$ cat config.mk
export PLATFORM = sky130hd
export DESIGN_NAME = imm_encoder_flat
export DESIGN_NICKNAME = d
export VERILOG_FILES = /design/src/rtl/imm_pkg.sv /design/src/rtl/imm_encoder_if.sv /design/src/rtl/imm_enc_skid.sv /design/src/rtl/imm_encoder.sv /design/src/flat_wrapper.sv
export SDC_FILE = /design/constraint.sdc
export NUM_CORES = 1
export LEC_CHECK = 0
export CORE_MARGIN = 5
export CORE_UTILIZATION = 45
export DETAILED_ROUTE_END_ITERATION = 10
export GPL_TIMING_DRIVEN = 0
export PLACE_DENSITY_LB_ADDON = 0.05
export SLEW_MARGIN = 20
export SYNTH_ARGS = -nofsm -noshare
export SYNTH_HDL_FRONTEND = slang
export SYNTH_SLANG_ARGS = --single-unit
$ cat constraint.sdc
create_clock -name clk -period 2.2 [get_ports clk]
set_clock_uncertainty 0.2 [all_clocks]
set_input_delay 0.22 -clock clk [delete_from_list [all_inputs] [get_ports clk]]
set_output_delay 0.22 -clock clk [all_outputs]
set_load 0.1 [all_outputs]
$ cat src/rtl/imm_pkg.sv
// Immediate-format constants, field positions and the pure encode/range helpers.
// Shared with the immediate extender so both sides agree on immsrc coding.
// Combinational only; no latency or backpressure.
package imm_pkg;

  localparam logic [1:0] IMMSRC_I    = 2'b00;
  localparam logic [1:0] IMMSRC_S    = 2'b01;
  localparam logic [1:0] IMMSRC_B    = 2'b10;
  localparam logic [1:0] IMMSRC_RSVD = 2'b11;

  localparam int I_HI    = 31;
  localparam int I_LO    = 20;
  localparam int S_HI_HI = 31;
  localparam int S_HI_LO = 25;
  localparam int S_LO_HI = 11;
  localparam int S_LO_LO = 7;
  localparam int B_B12   = 31;
  localparam int B_B11   = 7;
  localparam int B_HI_HI = 30;
  localparam int B_HI_LO = 25;
  localparam int B_LO_HI = 11;
  localparam int B_LO_LO = 8;

  // Out-of-range immediates are silently truncated here; flagging is the caller's job.
  function automatic logic [31:0] imm_encode(input logic [31:0] instr,
                                             input logic [1:0]  immsrc,
                                             input logic [31:0] imm);
    logic [31:0] r;
    r = instr;
    case (immsrc)
      IMMSRC_I: r[I_HI:I_LO] = imm[11:0];
      IMMSRC_S: begin
        r[S_HI_HI:S_HI_LO] = imm[11:5];
        r[S_LO_HI:S_LO_LO] = imm[4:0];
      end
      IMMSRC_B: begin
        r[B_B12]           = imm[12];
        r[B_B11]           = imm[11];
        r[B_HI_HI:B_HI_LO] = imm[10:5];
        r[B_LO_HI:B_LO_LO] = imm[4:1];
      end
      default: r = instr;
    endcase
    return r;
  endfunction

  function automatic logic imm_in_range(input logic [1:0]  immsrc,
                                        input logic [31:0] imm);
    logic ok;
    case (immsrc)
      IMMSRC_I, IMMSRC_S: ok = (&imm[31:11]) | ~(|imm[31:11]);
      IMMSRC_B:           ok = ((&imm[31:12]) | ~(|imm[31:12])) & ~imm[0];
      default:            ok = 1'b0;
    endcase
    return ok;
  endfunction

endpackage

$ cat src/rtl/imm_encoder_if.sv
// Valid/ready bus into and out of the immediate encoder.
// No logic; slave modport is the encoder side.
// Backpressure carried by in_ready/out_ready.
interface imm_encoder_if;
  logic        in_valid;
  logic        in_ready;
  logic [1:0]  in_immsrc;
  logic [31:0] in_imm;
  logic [31:0] in_instr;
  logic        out_valid;
  logic        out_ready;
  logic [31:0] out_instr;
  logic        out_err;

  modport master (
    output in_valid, in_immsrc, in_imm, in_instr, out_ready,
    input  in_ready, out_valid, out_instr, out_err
  );

  modport slave (
    input  in_valid, in_immsrc, in_imm, in_instr, out_ready,
    output in_ready, out_valid, out_instr, out_err
  );
endinterface

$ cat src/rtl/imm_enc_skid.sv
// Two-entry valid/ready buffer: output register plus one skid slot.
// Latency 1 cycle; full throughput when downstream is ready.
// in_rdy is the registered "skid empty" flag, so upstream never sees a combinational path.
module imm_enc_skid #(
  parameter int W = 33
) (
  input  logic         clk,
  input  logic         rst_n,
  input  logic         in_vld,
  output logic         in_rdy,
  input  logic [W-1:0] in_dat,
  output logic         out_vld,
  input  logic         out_rdy,
  output logic [W-1:0] out_dat
);

  logic         skid_vld;
  logic [W-1:0] skid_dat;

  assign in_rdy = ~skid_vld;

  always_ff @(posedge clk or negedge rst_n) begin
    if (!rst_n) begin
      out_vld  <= 1'b0;
      out_dat  <= '0;
      skid_vld <= 1'b0;
      skid_dat <= '0;
    end else if (!out_vld || out_rdy) begin
      // Output slot frees up: the older skid word always goes first.
      if (skid_vld) begin
        out_vld  <= 1'b1;
        out_dat  <= skid_dat;
        skid_vld <= 1'b0;
      end else begin
        out_vld <= in_vld;
        if (in_vld) out_dat <= in_dat;
      end
    end else if (in_vld && !skid_vld) begin
      skid_vld <= 1'b1;
      skid_dat <= in_dat;
    end
  end

endmodule

$ cat src/rtl/imm_encoder.sv
// Inserts a signed immediate into I/S/B fields; IMMENC_RANGE_CHECK_EN builds out_err/err_count.
// Latency 1 cycle (encode in front of a registered skid buffer), one word per cycle.
// Holds up to 2 words under out_ready=0, then drops in_ready.
module imm_encoder
  import imm_pkg::*;
#(
  parameter int CNT_W = 16
) (
  input  logic             clk,
  input  logic             rst_n,
  imm_encoder_if.slave     bus,
  output logic [CNT_W-1:0] enc_count,
  output logic [CNT_W-1:0] err_count
);

  logic [31:0] enc_instr;
  logic        enc_err;
  logic        in_rdy;
  logic        out_vld;
  logic [32:0] out_dat;
  logic        out_fire;

  always_comb begin
    enc_instr = imm_encode(bus.in_instr, bus.in_immsrc, bus.in_imm);
`ifdef IMMENC_RANGE_CHECK_EN
    enc_err = ~imm_in_range(bus.in_immsrc, bus.in_imm);
`else
    enc_err = 1'b0;
`endif
  end

  imm_enc_skid #(.W(33)) u_skid (
    .clk     (clk),
    .rst_n   (rst_n),
    .in_vld  (bus.in_valid),
    .in_rdy  (in_rdy),
    .in_dat  ({enc_err, enc_instr}),
    .out_vld (out_vld),
    .out_rdy (bus.out_ready),
    .out_dat (out_dat)
  );

  assign bus.in_ready  = in_rdy;
  assign bus.out_valid = out_vld;
  assign bus.out_instr = out_dat[31:0];
  assign bus.out_err   = out_dat[32];
  assign out_fire      = out_vld & bus.out_ready;

  always_ff @(posedge clk or negedge rst_n) begin
    if (!rst_n) begin
      enc_count <= '0;
    end else if (out_fire && !(&enc_count)) begin
      enc_count <= enc_count + 1'b1;
    end
  end

`ifdef IMMENC_RANGE_CHECK_EN
  always_ff @(posedge clk or negedge rst_n) begin
    if (!rst_n) begin
      err_count <= '0;
    end else if (out_fire && out_dat[32] && !(&err_count)) begin
      err_count <= err_count + 1'b1;
    end
  end
`else
  assign err_count = '0;
`endif

endmodule

$ cat src/flat_wrapper.sv
// flat-port wrapper written by rule: the top's interface ports become plain ports
module imm_encoder_flat import imm_pkg::*;
#(
  parameter int CNT_W = 16
)
  (clk, rst_n, enc_count, err_count, bus_in_valid, bus_in_immsrc, bus_in_imm, bus_in_instr, bus_out_ready, bus_in_ready, bus_out_valid, bus_out_instr, bus_out_err);
  imm_encoder_if bus_i ();
  input  logic clk;
  input  logic rst_n;
  output logic [CNT_W-1:0] enc_count;
  output logic [CNT_W-1:0] err_count;
  input wire logic [$bits(bus_i.in_valid)-1:0] bus_in_valid;
  input wire logic [$bits(bus_i.in_immsrc)-1:0] bus_in_immsrc;
  input wire logic [$bits(bus_i.in_imm)-1:0] bus_in_imm;
  input wire logic [$bits(bus_i.in_instr)-1:0] bus_in_instr;
  input wire logic [$bits(bus_i.out_ready)-1:0] bus_out_ready;
  output wire logic [$bits(bus_i.in_ready)-1:0] bus_in_ready;
  output wire logic [$bits(bus_i.out_valid)-1:0] bus_out_valid;
  output wire logic [$bits(bus_i.out_instr)-1:0] bus_out_instr;
  output wire logic [$bits(bus_i.out_err)-1:0] bus_out_err;
  assign bus_i.in_valid = bus_in_valid;
  assign bus_i.in_immsrc = bus_in_immsrc;
  assign bus_i.in_imm = bus_in_imm;
  assign bus_i.in_instr = bus_in_instr;
  assign bus_i.out_ready = bus_out_ready;
  assign bus_in_ready = bus_i.in_ready;
  assign bus_out_valid = bus_i.out_valid;
  assign bus_out_instr = bus_i.out_instr;
  assign bus_out_err = bus_i.out_err;
  imm_encoder #(.CNT_W(CNT_W)) u_core (.clk(clk), .rst_n(rst_n), .bus(bus_i), .enc_count(enc_count), .err_count(err_count));
endmodule
* After elaboration in Yosys (flattened, before gate mapping)
Cells that the tools add are included.
Widths: inputs -> output; s select.
** Word-level totals
- Register bits after elaboration :: 83
- Bits in latches :: 0
- Bits in writable memories :: 0
- ROM bits :: 0
- Input port bits :: 70
- Word-level logic and storage cells :: 32
- Memories :: 0
** Operators by class
- Add/sub/neg operators :: 1
- $mul :: 0
- Div/mod/pow operators :: 0
- $lt $le $gt $ge :: 0
- Equality and inequality tests :: 2
- Shifts and indexed selects :: 0
- Multiplexer cells :: 8
- Bitwise logic cells :: 3
- Reduce and logical (&&, ||, !) cells :: 13
** Operators by type and width (number)
- $mux 33 :: 2
- $add 16x1->16 const B :: 1
- $reduce_and 16->1 :: 1
- $pmux 7 s2 :: 1
- $pmux 5 s2 :: 1
- $mux 5 :: 1
- $reduce_and 2->1 :: 2
- $reduce_bool 2->1 :: 2
- $logic_not 1->1 :: 3
- $mux 1 :: 3
- $eq 2x1->1 const B :: 1
- $eq 2x2->1 const B :: 1
- $logic_and 1x1->1 :: 2
- $logic_not 2->1 :: 1
- $not 1->1 :: 2
- $reduce_or 2->1 :: 1
- $and 1x1->1 :: 1
- $logic_or 1x1->1 :: 1

* Logic depth before layout (Yosys ltp)
Gate-level depths: netlist (run 1).
- Depth after elaboration :: 5
- Depth in mapped cells :: 8
- Mapped depth without buffers :: 6

* Cells and area by module
Synthesis (run 1) repeated with hierarchy kept, for this count alone.
** Unflattened totals
- Cells, all modules :: 324
- Area total of the unflattened synthesis :: 4205.3 sq um
** Modules (own cells, without submodules)
- imm_enc_skid :: times used 1, cells each 185, area an instance 2976.6 sq um
- imm_encoder :: times used 1, cells each 139, area an instance 1228.7 sq um

* Worst setup path before layout (run 1)
OpenSTA, ideal clock, no wires.
- Kind :: register to register
- Start point :: reg u_core.enc_count[0]
- End point :: reg u_core.enc_count[9]
- Setup time :: 0.163 ns
- Arrival time :: 2.297 ns
- Slack :: -0.460 ns
- Cell stages (with the launch flop) :: 7
- Path buffers :: 1
- Clock period less this slack :: 2.660 ns
- Cells stage by stage :: dfrtp_1 -> ha_1 -> nand4_2 -> nor4_4 -> buf_2 -> nor4_1 -> xor2_1
** Between the ends
- Word-level cells in the longest chain between the ends :: 3
- Elaborated cells between the ends (all ways) :: 4
- Those cells by class :: 1 x add/sub; 3 x reduce/logical
** Ends and longest elaborated chain
- start: declaration :: line imm_encoder.sv:12 : output logic [CNT_W-1:0] enc_count,
- start signal: assignment :: line imm_encoder.sv:53 : enc_count <= enc_count + 1'b1;
- branches (longest 3 deep; another with $add 16x1->16)
Several ways; the timed one is not identified.
A chain may end at the register's enable or synchronous reset.

* Final worst setup path (run 1)
Same ends and word-level chain as after synthesis.

==> impl_metrics.ini, run 1 <==
[status]
status = completed

[timing]
fin_hold_ws_ps = 175.9
rsz0062_at_grt = false
min_period_over_period_pct = 94.76
fin_crit_ps = 2085
tightest_slew_ps = 995.9
finalSetupViolCount = 0
max_freq_mhz = 479.7
max-slew-margin-rel_pct = 33.87
hold_violations = 0
drv_slew = 0

[yosys]
yosys_warnings = 0
synth_area_leaders = dfrtp_1 (52%), mux2i_1 (5.6%), mux2_2 (4.9%), nand2_1 (3.6%), nor2_1 (3.4%)
synth_top_cell_by_area = dfrtp_1
syn_area_per_cell_um2 = 10.46
synth_cell_types = 42
yosysSeqAreaShare_pct = 52.46
synthCells = 374
synth_edf_count = 0
synthFlopType = dfrtp_1
synth_top_area_share_pct = 52.46
yosysMostFrequentCell = dfrtp_1
ys_ff_latch = 82
yosys-top-cells-count = dfrtp_1 (82), nand2_1 (38), nor2_1 (35)
netlist_area_um2 = 3911
synthArstFlopShare_pct = 100.0

[clock_tree]
cts_sinks = 82
htree_num_levels = 3
clock_tree.buffer_depth = 2
cts_tree = yes
path_clk_slew_ps = 80
numCtsBuffers = 9
clk_latency_ps = 350
cts_root_buf = clkbuf_8

[job]
cap_violations = 0

[global_route]
grt_first_pass_wirelength_mm = 15.20
grt_pass1_vias = 3113
grt_max_degree = 48
antenna_found_initial = 0
grt_overflow = 0
grtUsageTotal_pct = 18.60

[pwr]
p_leak_nw = 2.518
power_mw = 6.017
ir_worst_vdd_uv = 562.7
powerDensity_nw_per_um2 = 1112

[drt]
ant_nets = 0
via_per_inst = 5.094
wirelength_mm = 9.354
vias = 3133
route.detailed.drc = 0
drt-pass1-iter-count = 4
routed.top_layer = met4
wl_met3_um = 549
wl_per_cell_um = 15.21
wl_met1_mm = 3.939
met2_length_mm = 4.770
drt_iter0_markers = 86

[floorplan]
dieArea_um2 = 10660
design.core.area_um2 = 8593
die_w_um = 103.2
start_util_pct = 45.52
row_count = 34
die_h_um = 103.2
io_pins = 137

[layout]
instances_no_fill = 615
antenna_cells = 0
drive_above_1_share_pct = 18.15
num-nets-final = 577
syn_to_final_growth_pct = 38.32

[critical_path]
critPathCaptureType = register
crit_path_start_kind = register
critPathSlowestCell = dfrtp_4
criticalPathCategory = register to register
crit_arrival_ps = 2110
critical_path_required_ps = 2220
crit_fanout = 10
path_cells = ha_1 -> nand4_2 -> nor4_4 -> clkbuf_4 -> nor4_1 -> xor2_1
crit_path_max_incr_delay_ps = 450

[placed_design]
dp_hpwl_mm = 7.126
dp.cells = 599
gp_congestion = 0.8155
io_buffers = 100

[min_path]
hold_path.class = primary input to async pin
cells by family after synthesis:
group                      count (synthesis)  share of synthesized area, %
buffers and inverters                     42                         5.886
muxes                                     40                         10.81
xor gates and xnor gates                  15                         3.359
and+or+nand+nor                          112                         14.14
adders and majority gates                  5                         1.599
AOI/OAI and AO/OA                         77                         11.64
other                                      1                       0.09588
DFF                                       82                         52.46
layout by cell type (no fill, tap or decap), types with 2 or more instances in the layout:
master,synthesis,final
dfrtp_1,82,64
clkdlybuf4s50_1,0,49
dlygate4sd2_1,0,49
nand2_1,38,38
nor2_1,35,35
o21ai_0,26,26
a21oi_1,23,23
mux2i_1,22,22
buf_4,17,19
mux2_2,17,17
conb_1,1,17
dfrtp_2,0,16
xor2_1,13,13
clkbuf_1,13,10
clkbuf_8,0,10
a22oi_1,7,7
nor3_1,7,7
o31ai_1,7,7
buf_2,7,6
nor2b_1,6,6
nand4_1,5,5
a221oi_1,6,5
ha_1,5,5
a31oi_1,4,4
bufinv_16,0,4
nand3_1,3,3
nor4_1,3,3
a21o_1,3,3
inv_1,2,2
nor3b_1,2,2
xnor2_1,2,2
nor4_2,2,2
clkinv_4,0,2
dfrtp_4,0,2
critical path: cells and delay by family, from the launching register on:
kind	cells	cell delay (ps)
DFF	1	450
and+or+nand+nor	3	650
buffers and inverters	1	280
adders and majority gates	1	210
xor gates and xnor gates	1	160
final cells by class:
class | count | area, um^2
tap | 108 | 135.1
buffer | 37 | 222.7
multi-input combinational | 266 | 1699
timing repair buffer | 103 | 983.4
fill | 760 | 3183
sequential | 82 | 2079
clock inverter | 6 | 137.6
clock buffer | 10 | 137.6
inverter | 3 | 15.01
through the flow:
step / TNS (ps) / utilization (%) / setup WS, ps / area [um^2]
2_1_floorplan: 0 / - / 13.24 / 4005
3_3_place_gp: -195730 / 59.83 / -2794 / 5141
3_5_place_dp: -8038 / 60.12 / -623.1 / 5166
4_1_cts: 0 / 62.71 / 25.79 / 5389
5_1_grt: 0 / 62.96 / 6.372 / 5410
6_report: 0 / 62.96 / 115.2 / 5410
power by group:
part / internal (mW) / total [mW] / switching, mW
clock: 0.904 / 1.46 / 0.556
sequential: 1.85 / 2.08 / 0.227
combinational: 0.552 / 2.48 / 1.93
final timing paths:
| check | from | endpoint | slack [ps] | cells past startpoint |
|---|---|---|---|---|
| setup / recovery | u_core.enc_count[0]$_DFFE_PN0P_ | u_core.enc_count[9]$_DFFE_PN0P_ | 120 | 6 |
| min in group clk | u_core.enc_count[15]$_DFFE_PN0P_ | u_core.enc_count[15]$_DFFE_PN0P_ | 280 | 1 |
| setup reg to reg | u_core.enc_count[0]$_DFFE_PN0P_ | u_core.enc_count[9]$_DFFE_PN0P_ | 120 | 6 |
| hold / removal | rst_n | u_core.enc_count[4]$_DFFE_PN0P_ | 180 | 2 |
| max in group asynchronous | rst_n | u_core.enc_count[12]$_DFFE_PN0P_ | 1020 | 3 |
| hold reg to reg | u_core.enc_count[15]$_DFFE_PN0P_ | u_core.enc_count[15]$_DFFE_PN0P_ | 280 | 1 |
state kept, by name (all words and copies together) (netlist names):
| signal | count |
|---|---|
| u_core.u_skid.out_dat | 32 |
| u_core.u_skid.skid_dat | 32 |
| u_core.u_skid.skid_vld | 1 |
| u_core.enc_count | 16 |
| u_core.u_skid.out_vld | 1 |
metal layers:
metal  vias to the layer above  global-route usage (%)
li1                       1530                       -
met1                      1528                   23.01
met2                        68                   32.26
met3                         7                   4.292
met4                         0                   5.976
met5                         -                       0
timing repair:
item                                    4_1_cts  5_1_grt
endpoints found under the hold margin        35        0
setup buffers                                 0        1
resized for setup                            57        6
hold buffers                                  1        0
endpoints found under the setup margin       82       11
Power figures use the tool's default switching activity.
==> run 2: changes to the inputs <==
--- a/config.mk
+++ b/config.mk
@@ -5,6 +5,7 @@
 export SDC_FILE = /design/constraint.sdc
 export NUM_CORES = 1
 export LEC_CHECK = 0
+export CAP_MARGIN = 5
 export CORE_MARGIN = 5
 export CORE_UTILIZATION = 45
 export DETAILED_ROUTE_END_ITERATION = 10
==> constraint.sdc (replaced) <==
create_clock -name clk -period 2.2 [get_ports clk]
set_clock_uncertainty 0.2 [all_clocks]
set_input_delay 0.55 -clock clk [delete_from_list [all_inputs] [get_ports clk]]
set_output_delay 0.55 -clock clk [all_outputs]
set_load 0.1 [all_outputs]
==> impl_metrics.ini, run 2 (synthesis gave the netlist of run 1 again) <==
[layout]
post-route-util_pct = 65.23
instances_no_fill = 615
antenna_cells = 0
num-nets-final = 577
final_area_um2 = 5605
regArea_um2 = 2079
mostFrequentLayoutCells = dfrtp_1 (64), clkdlybuf4s15_2 (49), clkdlybuf4s50_1 (47)
drive_above_1_share_pct = 29.78
syn_to_final_growth_pct = 43.31
largest_registers = u_core.u_skid.out_dat (32), u_core.u_skid.skid_dat (32), u_core.enc_count (16)
multi_input_area_um2 = 1742
final_common_cell = dfrtp_1
nFillCells = 713

[global_route]
grtUsageTotal_pct = 18.84
antenna_found_initial = 0
grt_pass1_vias = 3151
grt_first_pass_wirelength_mm = 15.40
grt_overflow = 0
grt_max_degree = 48

[drt]
drt-pass1-iter-count = 4
drt_iter0_markers = 98
route.detailed.drc = 0
wirelength_mm = 9.500
via_per_inst = 5.140
wl_per_cell_um = 15.45
ant_nets = 0
vias = 3161

[pwr]
switching_share_pct = 44.57
clock_power_share_pct = 23.8
intPower_mw = 3.396
switchingPower_mw = 2.731
p_seq_share_pct = 34.1
power_mw = 6.127
power_frac_comb_pct = 42.1
ir_worst_vdd_uv = 572.2
p_leak_nw = 2.456
powerDensity_nw_per_um2 = 1093

[timing]
hold_violations = 0
max_freq_mhz = 472.7
fin_ws_ps = 84.63
finalSetupViolCount = 0
max-slew-margin-rel_pct = 54.68
fin_hold_ws_ps = 280.0
finalSetupTns_ps = 0
drv_slew = 0
fin_crit_ps = 2115
min_period_over_period_pct = 96.15
tightest_slew_ps = 679.9

[critical_path]
crit_path_start_kind = register
reg2reg_depth = 6
crit_path_max_incr_delay_ps = 560
crit_start = u_core.enc_count[0]$_DFFE_PN0P_
crit_family = buffers and inverters
r2r_slack_ps = 240
rr_startpoint = u_core.enc_count[0]$_DFFE_PN0P_
path_cells = clkdlybuf4s15_2
critical_path_required_ps = 1450
r2r-end = u_core.enc_count[9]$_DFFE_PN0P_
critPathSlowestCell = clkdlybuf4s15_2
crit_fanout = 5
path_depth = 1
timing.critical_path.buf_inv = 1
criticalPathCategory = register to output port
setup.worst_path.end = enc_count[0]
critPathCaptureType = output port
crit_arrival_ps = 1370

[clock_tree]
htree_num_levels = 3
path_clk_slew_ps = 80
cts_setup_buffers = 0
clk_latency_ps = 350
cts_root_buf = clkbuf_8
cts_tree = yes
clock_tree.buffer_depth = 2
numCtsBuffers = 9
cts_sinks = 82

[placed_design]
dpl_cell_area_um2 = 5166
dp.cells = 599
io_buffers = 100
place_ws_ps = -953.1
gp_congestion = 0.8155
dp_hpwl_mm = 7.126

[floorplan]
io_pins = 137
dieArea_um2 = 10660
start_util_pct = 45.52
die_h_um = 103.2
row_count = 34
design.core.area_um2 = 8593
die_w_um = 103.2

[status]
status = completed

[job]
cap_violations = 0

[min_path]
hold_path.class = register to register
## run 2: worst min-delay path by stage
stage,start,endpoint,slack (ps),cells after the start
final,u_core.enc_count[15]$_DFFE_PN0P_,u_core.enc_count[15]$_DFFE_PN0P_,280,1
after floorplan,rst_n,u_core.enc_count[10]$_DFFE_PN0P_,50,0
after global routing,u_core.enc_count[15]$_DFFE_PN0P_,u_core.enc_count[15]$_DFFE_PN0P_,300,1
after CTS,u_core.enc_count[15]$_DFFE_PN0P_,u_core.enc_count[15]$_DFFE_PN0P_,290,1
after global placement,u_core.u_skid.out_dat[28]$_DFFE_PN0P_,u_core.u_skid.out_dat[28]$_DFFE_PN0P_,260,2
after detailed placement,u_core.u_skid.out_dat[16]$_DFFE_PN0P_,u_core.u_skid.out_dat[16]$_DFFE_PN0P_,270,2
## run 2: area by class of cell
type / count / area share (%)
buffer: 38 / 4.487
clock buffer: 10 / 2.455
clock inverter: 6 / 2.455
inverter: 3 / 0.2455
multi-input combinational: 266 / 31.07
sequential: 82 / 37.10
tap: 108 / 2.411
timing repair buffer: 102 / 19.78
## run 2: timing repair
item | CTS | global route
gates resized for setup | 173 | 18
endpoints found under the setup margin | 92 | 33
hold buffers | 1 | 0
pin swaps | 0 | 1
endpoints found under the hold margin | 35 | 0
## run 2: per-layer routing
metal  part of all wire [%]  track usage (%)
met4                    1.2            5.976
met3                    6.7            4.292
met5                      0                0
met1                     41            23.35
met2                     51            32.71
## run 2: power by group through the flow
stage	Clock [mW]	Combinational, mW	Sequential, mW
finish	1.46	2.58	2.09
global route	1.57	2.71	2.13
CTS	1.49	2.59	2.09
detailed placement	0	2.62	2.11
global placement	0	2.59	2.10
floorplan	0	0.647	3.40
